[config.mk]
export PLATFORM = sky130hd
export DESIGN_NAME = alu_addseq_flat
export DESIGN_NICKNAME = d
export VERILOG_FILES = /design/src/rtl/alu_addseq_if.sv /design/src/rtl/alu_addseq.sv /design/src/flat_wrapper.sv
export SDC_FILE = /design/constraint.sdc
export NUM_CORES = 1
export LEC_CHECK = 0
export CAP_MARGIN = 20
export CELL_PAD_IN_SITES_DETAIL_PLACEMENT = 1
export CELL_PAD_IN_SITES_GLOBAL_PLACEMENT = 2
export CORE_MARGIN = 8
export CORE_UTILIZATION = 30
export CTS_CLUSTER_DIAMETER = 30
export DETAILED_ROUTE_END_ITERATION = 7
export PLACE_DENSITY = 0.84
export SETUP_SLACK_MARGIN = 0.05
export SLEW_MARGIN = 20
export SYNTH_ARGS = -nofsm -noshare
export SYNTH_HDL_FRONTEND = slang
export SYNTH_SLANG_ARGS = --single-unit
[constraint.sdc]
create_clock -name clk -period 1.7 [get_ports clk]
set_clock_uncertainty 0.1 [all_clocks]
set_input_delay 0.34 -clock clk [delete_from_list [all_inputs] [get_ports clk]]
set_output_delay 0.34 -clock clk [all_outputs]
set_load 0.005 [all_outputs]
[src/rtl/alu_addseq_if.sv]
// Bus bundle for alu_addseq: core-side operation request/result plus the byte-slice adder link.
// Defining ALU_ADDSEQ_OVF_EN adds the signed-overflow result bit oOvf.
interface alu_addseq_if #(
   parameter int DATASIZE = 8,
   parameter int BYTES    = 2
);
   localparam int W = DATASIZE * BYTES;

   // iStart is a level request sampled only while the sequencer is idle; oDone
   // is a one-cycle pulse with oRes/oCout/oZero valid and held until the next start.
   logic                iStart;
   logic                iSub;
   logic                iCin;
   logic [W-1:0]        iOpA;
   logic [W-1:0]        iOpB;
   logic                oBusy;
   logic                oDone;
   logic [W-1:0]        oRes;
   logic                oCout;
   logic                oZero;
`ifdef ALU_ADDSEQ_OVF_EN
   logic                oOvf;
`endif
   logic [DATASIZE-1:0] oAluA;
   logic [DATASIZE-1:0] oAluB;
   logic                oAluC;
   logic [DATASIZE-1:0] iAluS;
   logic                iAluCo;
   logic [1:0]          dbg_state;

   modport slave (
`ifdef ALU_ADDSEQ_OVF_EN
      output oOvf,
`endif
      input  iStart, iSub, iCin, iOpA, iOpB, iAluS, iAluCo,
      output oBusy, oDone, oRes, oCout, oZero, oAluA, oAluB, oAluC, dbg_state
   );

   modport master (
`ifdef ALU_ADDSEQ_OVF_EN
      input  oOvf,
`endif
      output iStart, iSub, iCin, iOpA, iOpB, iAluS, iAluCo,
      input  oBusy, oDone, oRes, oCout, oZero, oAluA, oAluB, oAluC, dbg_state
   );
endinterface

[src/rtl/alu_addseq.sv]
// Multi-byte add/subtract sequencer driving a shared DATASIZE-bit adder one slice per clock, LSB first.
// Optional signed-overflow output enabled by defining ALU_ADDSEQ_OVF_EN.
module alu_addseq #(
   parameter int DATASIZE = 8,
   parameter int BYTES    = 2
) (
   input logic         clk,
   input logic         rst_n,
   alu_addseq_if.slave bus
);
   localparam int W     = DATASIZE * BYTES;
   localparam int IDX_W = (BYTES > 1) ? $clog2(BYTES) : 1;
   localparam logic [IDX_W-1:0] LAST = IDX_W'(BYTES - 1);

   typedef enum logic [1:0] {
      S_IDLE = 2'd0,
      S_RUN  = 2'd1,
      S_DONE = 2'd2
   } state_t;

   state_t              state_q, state_d;
   logic [IDX_W-1:0]    idx_q, idx_d;
   logic [W-1:0]        a_q, a_d;
   logic [W-1:0]        bx_q, bx_d;
   logic [W-1:0]        res_q, res_d;
   logic                sub_q, sub_d;
   logic                carry_q, carry_d;
   logic                cout_q, cout_d;
   logic                zero_q, zero_d;
   logic [DATASIZE-1:0] alu_a, alu_b;
   logic                alu_c, busy, done;
`ifdef ALU_ADDSEQ_OVF_EN
   logic                ovf_q, ovf_d, cin_msb;
`endif

   always_ff @(posedge clk or negedge rst_n) begin
      if (!rst_n) begin
         state_q <= S_IDLE;
         idx_q   <= '0;
         a_q     <= '0;
         bx_q    <= '0;
         res_q   <= '0;
         sub_q   <= 1'b0;
         carry_q <= 1'b0;
         cout_q  <= 1'b0;
         zero_q  <= 1'b0;
`ifdef ALU_ADDSEQ_OVF_EN
         ovf_q   <= 1'b0;
`endif
      end else begin
         state_q <= state_d;
         idx_q   <= idx_d;
         a_q     <= a_d;
         bx_q    <= bx_d;
         res_q   <= res_d;
         sub_q   <= sub_d;
         carry_q <= carry_d;
         cout_q  <= cout_d;
         zero_q  <= zero_d;
`ifdef ALU_ADDSEQ_OVF_EN
         ovf_q   <= ovf_d;
`endif
      end
   end

   always_comb begin
      state_d = state_q;
      case (state_q)
         S_IDLE:  if (bus.iStart) state_d = S_RUN;
         S_RUN:   if (idx_q == LAST) state_d = S_DONE;
         S_DONE:  state_d = S_IDLE;
         default: state_d = S_IDLE;
      endcase
   end

   // Adder slice outputs are forced to zero outside RUN so the shared adder sees a quiet bus.
   always_comb begin
      busy  = (state_q == S_RUN) || (state_q == S_DONE);
      done  = (state_q == S_DONE);
      alu_a = '0;
      alu_b = '0;
      alu_c = 1'b0;
      if (state_q == S_RUN) begin
         alu_c = carry_q;
         for (int i = 0; i < BYTES; i++) begin
            if (idx_q == IDX_W'(i)) begin
               alu_a = a_q[i*DATASIZE +: DATASIZE];
               alu_b = bx_q[i*DATASIZE +: DATASIZE];
            end
         end
      end
   end

`ifdef ALU_ADDSEQ_OVF_EN
   assign cin_msb = bus.iAluS[DATASIZE-1] ^ alu_a[DATASIZE-1] ^ alu_b[DATASIZE-1];
`endif

   // Subtract is A + ~B + ~borrow, so B and the borrow-in are inverted once at capture.
   always_comb begin
      idx_d   = idx_q;
      a_d     = a_q;
      bx_d    = bx_q;
      res_d   = res_q;
      sub_d   = sub_q;
      carry_d = carry_q;
      cout_d  = cout_q;
      zero_d  = zero_q;
`ifdef ALU_ADDSEQ_OVF_EN
      ovf_d   = ovf_q;
`endif
      case (state_q)
         S_IDLE: begin
            if (bus.iStart) begin
               a_d     = bus.iOpA;
               bx_d    = bus.iOpB ^ {W{bus.iSub}};
               sub_d   = bus.iSub;
               carry_d = bus.iCin ^ bus.iSub;
               idx_d   = '0;
            end
         end
         S_RUN: begin
            for (int i = 0; i < BYTES; i++) begin
               if (idx_q == IDX_W'(i)) res_d[i*DATASIZE +: DATASIZE] = bus.iAluS;
            end
            carry_d = bus.iAluCo;
            idx_d   = idx_q + 1'b1;
            if (idx_q == LAST) begin
               idx_d  = '0;
               cout_d = bus.iAluCo ^ sub_q;
               zero_d = (res_d == '0);
`ifdef ALU_ADDSEQ_OVF_EN
               ovf_d  = cin_msb ^ bus.iAluCo;
`endif
            end
         end
         default: ;
      endcase
   end

   assign bus.oBusy     = busy;
   assign bus.oDone     = done;
   assign bus.oRes      = res_q;
   assign bus.oCout     = cout_q;
   assign bus.oZero     = zero_q;
   assign bus.oAluA     = alu_a;
   assign bus.oAluB     = alu_b;
   assign bus.oAluC     = alu_c;
   assign bus.dbg_state = state_q;
`ifdef ALU_ADDSEQ_OVF_EN
   assign bus.oOvf      = ovf_q;
`endif
endmodule

[src/flat_wrapper.sv]
// flat-port wrapper written by rule: the top's interface ports become plain ports
module alu_addseq_flat 
#(
   parameter int DATASIZE = 8,
   parameter int BYTES    = 2
)
  (clk, rst_n, bus_iStart, bus_iSub, bus_iCin, bus_iOpA, bus_iOpB, bus_iAluS, bus_iAluCo, bus_oBusy, bus_oDone, bus_oRes, bus_oCout, bus_oZero, bus_oAluA, bus_oAluB, bus_oAluC, bus_dbg_state);
  alu_addseq_if #(.DATASIZE(DATASIZE), .BYTES(BYTES)) bus_i ();
  input logic clk;
  input logic rst_n;
  input wire logic [$bits(bus_i.iStart)-1:0] bus_iStart;
  input wire logic [$bits(bus_i.iSub)-1:0] bus_iSub;
  input wire logic [$bits(bus_i.iCin)-1:0] bus_iCin;
  input wire logic [$bits(bus_i.iOpA)-1:0] bus_iOpA;
  input wire logic [$bits(bus_i.iOpB)-1:0] bus_iOpB;
  input wire logic [$bits(bus_i.iAluS)-1:0] bus_iAluS;
  input wire logic [$bits(bus_i.iAluCo)-1:0] bus_iAluCo;
  output wire logic [$bits(bus_i.oBusy)-1:0] bus_oBusy;
  output wire logic [$bits(bus_i.oDone)-1:0] bus_oDone;
  output wire logic [$bits(bus_i.oRes)-1:0] bus_oRes;
  output wire logic [$bits(bus_i.oCout)-1:0] bus_oCout;
  output wire logic [$bits(bus_i.oZero)-1:0] bus_oZero;
  output wire logic [$bits(bus_i.oAluA)-1:0] bus_oAluA;
  output wire logic [$bits(bus_i.oAluB)-1:0] bus_oAluB;
  output wire logic [$bits(bus_i.oAluC)-1:0] bus_oAluC;
  output wire logic [$bits(bus_i.dbg_state)-1:0] bus_dbg_state;
  assign bus_i.iStart = bus_iStart;
  assign bus_i.iSub = bus_iSub;
  assign bus_i.iCin = bus_iCin;
  assign bus_i.iOpA = bus_iOpA;
  assign bus_i.iOpB = bus_iOpB;
  assign bus_i.iAluS = bus_iAluS;
  assign bus_i.iAluCo = bus_iAluCo;
  assign bus_oBusy = bus_i.oBusy;
  assign bus_oDone = bus_i.oDone;
  assign bus_oRes = bus_i.oRes;
  assign bus_oCout = bus_i.oCout;
  assign bus_oZero = bus_i.oZero;
  assign bus_oAluA = bus_i.oAluA;
  assign bus_oAluB = bus_i.oAluB;
  assign bus_oAluC = bus_i.oAluC;
  assign bus_dbg_state = bus_i.dbg_state;
  alu_addseq #(.DATASIZE(DATASIZE), .BYTES(BYTES)) u_core (.clk(clk), .rst_n(rst_n), .bus(bus_i));
endmodule
==> impl_metrics.ini <==
[floorplanning]
initial_core_utilization = 0.3093
die_area_mm2 = 0.01228
fp.dieW_um = 110.8
fp-row-count = 34
die-height_um = 110.8
fp.coreArea_mm2 = 0.008721
boundary_pins = 85

[critical_path]
worstPathRequired_ns = 1.26
r2r-end = u_core.bus.oRes[6]$_DFFE_PN0P_
endpoint = bus_oAluA[2]
worstSetupStartpointType = flip-flop
cp.buffers_inverters = 3
timing.critical_path.depth = 5
cpPeakStageDelay_ns = 0.41
reg2regPathDepth = 7
critical_path.slowest_cell = dfrtp_1
worst-endpoint-arrival_ns = 1.43
cp_max_fo = 9
critPathTopFamily = flip-flops
critical_path.reg2reg.startpoint = u_core.bus.dbg_state[0]$_DFFE_PN0P_
ff2ff_setup_slack_ns = -0.02
worstSetupStartpoint = u_core.bus.dbg_state[1]$_DFFE_PN0P_
worst-setup-path-type = reg2out
path_cells = inv_2 -> ha_4 -> inv_8 -> nor2_2 -> clkdlybuf4s15_2
critical_path_sink_type = primary output

[grt]
first_global_vias = 2436
globalRoute.totalOverflow = 0
wire_length_of_the_first_global_routing_pass_um = 13120
number_of_antenna_violations_at_the_first_check_in_global_routing = 0
largest_net_degree_at_the_start_of_global_routing = 34
groute.usage.overall = 0.1301

[placement]
detailedPlace.worstSlack_ns = -0.2556
gp_routability_congestion = 0.7412
placed_cells = 411
post-dp-hpwl_um = 5398
io_buffer_count = 84

[cells_and_area]
multi_input_area_mm2 = 0.001435
layout.filler_cells = 895
area_growth_pct = 68.41
finalNetCount = 399
antenna_cells = 0
post_route_cells_drive_above_1_share = 0.4514
seqCellArea_mm2 = 0.001378
final_cells = 458
final_core_utilization = 0.5209

[detailed_routing]
number_of_antenna_violating_nets_in_the_routed_design = 0
first_iter_violations = 20
drt_pass1_iterations = 4
route.detailed.vias_per_inst = 4.666
drc_errors = 0
post_drt_wl_per_cell_um = 17.98
via_count = 2137
drt_wl_total_um = 8236

[cts]
cts_buffers = 5
clock_insertion_delay_worst_skew_ns = 0.31
cts_num_sinks = 55
clock-root-buffer = clkbuf_8
clock_path_buffers = 2
register_clock_pin_slew_on_the_reported_worst_setup_and_hold_paths_ns = 0.09
cts_htree_levels = 2
cts_tree = yes

[sta]
setup_ws_ns = -0.1743
min_period_over_period = 1.103
unrepaired_setup_endpoints_after_global_routing = true
final.min_clock_period_ns = 1.874
report.final.hold_viol_count = 0
slew_headroom = 0.7106
fmaxAchievable_ghz = 0.5335
tightest_slew_ns = 0.4341
setup_violations = 29
report.final.slew_viol_count = 0

[min_path]
hold_class = reg2reg

[pwr]
power.ir.vdd_worst_mv = 0.5995
power.density_mw_per_mm2 = 1796
design_power_mw = 8.160
power_leakage_nw = 2.139

[yosys]
yosysSeqAreaShare = 0.5102
synthesis.nets = 263
syn-cell-area_mm2 = 0.002698
ys_seq_elements = 55
netlist-cell-type-count = 26
synth_cells = 213
synth.yosys.warnings = 0
post_synth.cell_area_avg_um2 = 12.66

[status]
violated_checks = setup timing
run_status = finished, violations left

[run]
timing.max_cap.violations = 0
[placed cells by master, fill, tap and decap left out, drive strengths merged]
master         instances
dlygate4sd2            4
o221a                  1
nand2                 22
and2                   1
xor2                   1
nand2b                 2
nor2                  16
mux2i                 16
inv                    4
dfrtp                 55
mux2                  33
clkbuf                 9
xnor2                 17
nor4                   4
o22a                   1
clkdlybuf4s15          5
o21ai                 19
o211ai                 1
a31o                   1
buf                   69
clkdlybuf4s50         49
dlygate4sd3            1
or2                    1
ha                     4
a21oi                  3
dlymetal6s2s          10
nand4                  1
[worst min-delay path, stage by stage (launching register included)]
cell and delay, ns:
dfrtp_1 0.37, nand2_2 0.05, o21ai_2 0.04
[cells in the mapped netlist]
library cell | count | area [um2]
o21ai_0 | 19 | 95.09
ha_1 | 4 | 50.05
a21oi_1 | 3 | 15.01
xnor2_1 | 17 | 148.9
clkbuf_1 | 3 | 11.26
nor4_1 | 4 | 25.02
inv_2 | 1 | 3.750
xor2_1 | 1 | 8.760
inv_1 | 2 | 7.510
a31o_2 | 1 | 8.760
and2_2 | 1 | 7.510
o221a_1 | 1 | 11.26
mux2i_1 | 16 | 160.2
nand2_2 | 2 | 12.51
nand2b_1 | 2 | 12.51
buf_2 | 1 | 5.000
nand2_1 | 19 | 71.32
or2_2 | 1 | 6.260
buf_6 | 8 | 90.09
dfrtp_1 | 55 | 1376
o22a_1 | 1 | 8.760
nand4_1 | 1 | 6.260
o211ai_1 | 1 | 7.510
mux2_2 | 2 | 22.52
nor2_1 | 16 | 60.06
mux2_4 | 31 | 465.5
[power by group]
group | switching [mW] | total [mW] | internal, mW
clock network | 0.418 | 0.791 | 0.373
logic | 1.87 | 4.96 | 3.09
registers | 0.452 | 2.41 | 1.96
total | 2.74 | 8.16 | 5.42
[registers in the layout (all words and copies together) (netlist names)]
signal and count:
u_core.bus.oZero 1, u_core.sub_q 1, u_core.bus.oCout 1, u_core.a_q 16
u_core.bus.oRes 16, u_core.bus.dbg_state 2, u_core.idx_q 1, u_core.bx_q 16
u_core.carry_q 1
[layout make-up]
cell class                 instances  area share
timing repair buffer             139      0.3214
tap                              108     0.02974
clock buffer                       8     0.02203
timing repair inverter             1    0.002479
sequential                        55      0.3032
inverter                           3    0.005233
multi-input combinational        144      0.3159
[layer usage]
metal / track usage / up-vias / wire length, um
met1: 0.1593 / 1053 / 3713
li1: - / 1007 / -
met3: 0.04708 / 8 / 528
met2: 0.2154 / 69 / 3907
met5: 0 / - / 0
met4: 0.02162 / 0 / 87
[logic make-up after synthesis]
logic type,share of synthesized area
AOI/OAI and AO/OA,0.05427
xor gates and xnor gates,0.05844
adders and majority gates,0.01855
buffers and inverters,0.04360
DFF,0.5102
muxes,0.2403
and+or+nand+nor,0.07468
[per-stage QoR]
stage / TNS, ns / hold slack, ns / instance area, um2
global route: -4.354 / 0.4265 / 4543
detailed placement: -4.325 / 0.2549 / 3772
finish: -2.007 / 0.3892 / 4543
CTS: -2.897 / 0.3943 / 4360
global placement: -2.607 / 0.2491 / 3772
floorplan: 0 / -0.05559 / 2698
[worst min-delay path by stage]
stage                     depth (start not counted)                   startpoint                          end  slack, ns
final                                             2  u_core.bx_q[13]$_DFFE_PN0P_  u_core.bx_q[13]$_DFFE_PN0P_       0.39
after global routing                              2   u_core.bx_q[2]$_DFFE_PN0P_   u_core.bx_q[2]$_DFFE_PN0P_       0.43
after CTS                                         2  u_core.bx_q[13]$_DFFE_PN0P_  u_core.bx_q[13]$_DFFE_PN0P_       0.39
after detailed placement                          2                        rst_n  u_core.bx_q[14]$_DFFE_PN0P_       0.25
after global placement                            2                        rst_n   u_core.bx_q[6]$_DFFE_PN0P_       0.25
after floorplan                                   0                        rst_n    u_core.a_q[0]$_DFFE_PN0P_      -0.06
[timing repair]
| item | 4_1_cts | 5_1_grt |
|---|---|---|
| setup buffers | 18 | 14 |
| hold buffers | 1 | 0 |
| endpoints found under the hold margin | 55 | 0 |
| gates cloned | 8 | 0 |
| gates resized for setup | 143 | 40 |
| setup endpoints to repair | 64 | 81 |
| pin swaps | 7 | 6 |
No activity file was read; power rests on OpenSTA's default activity.
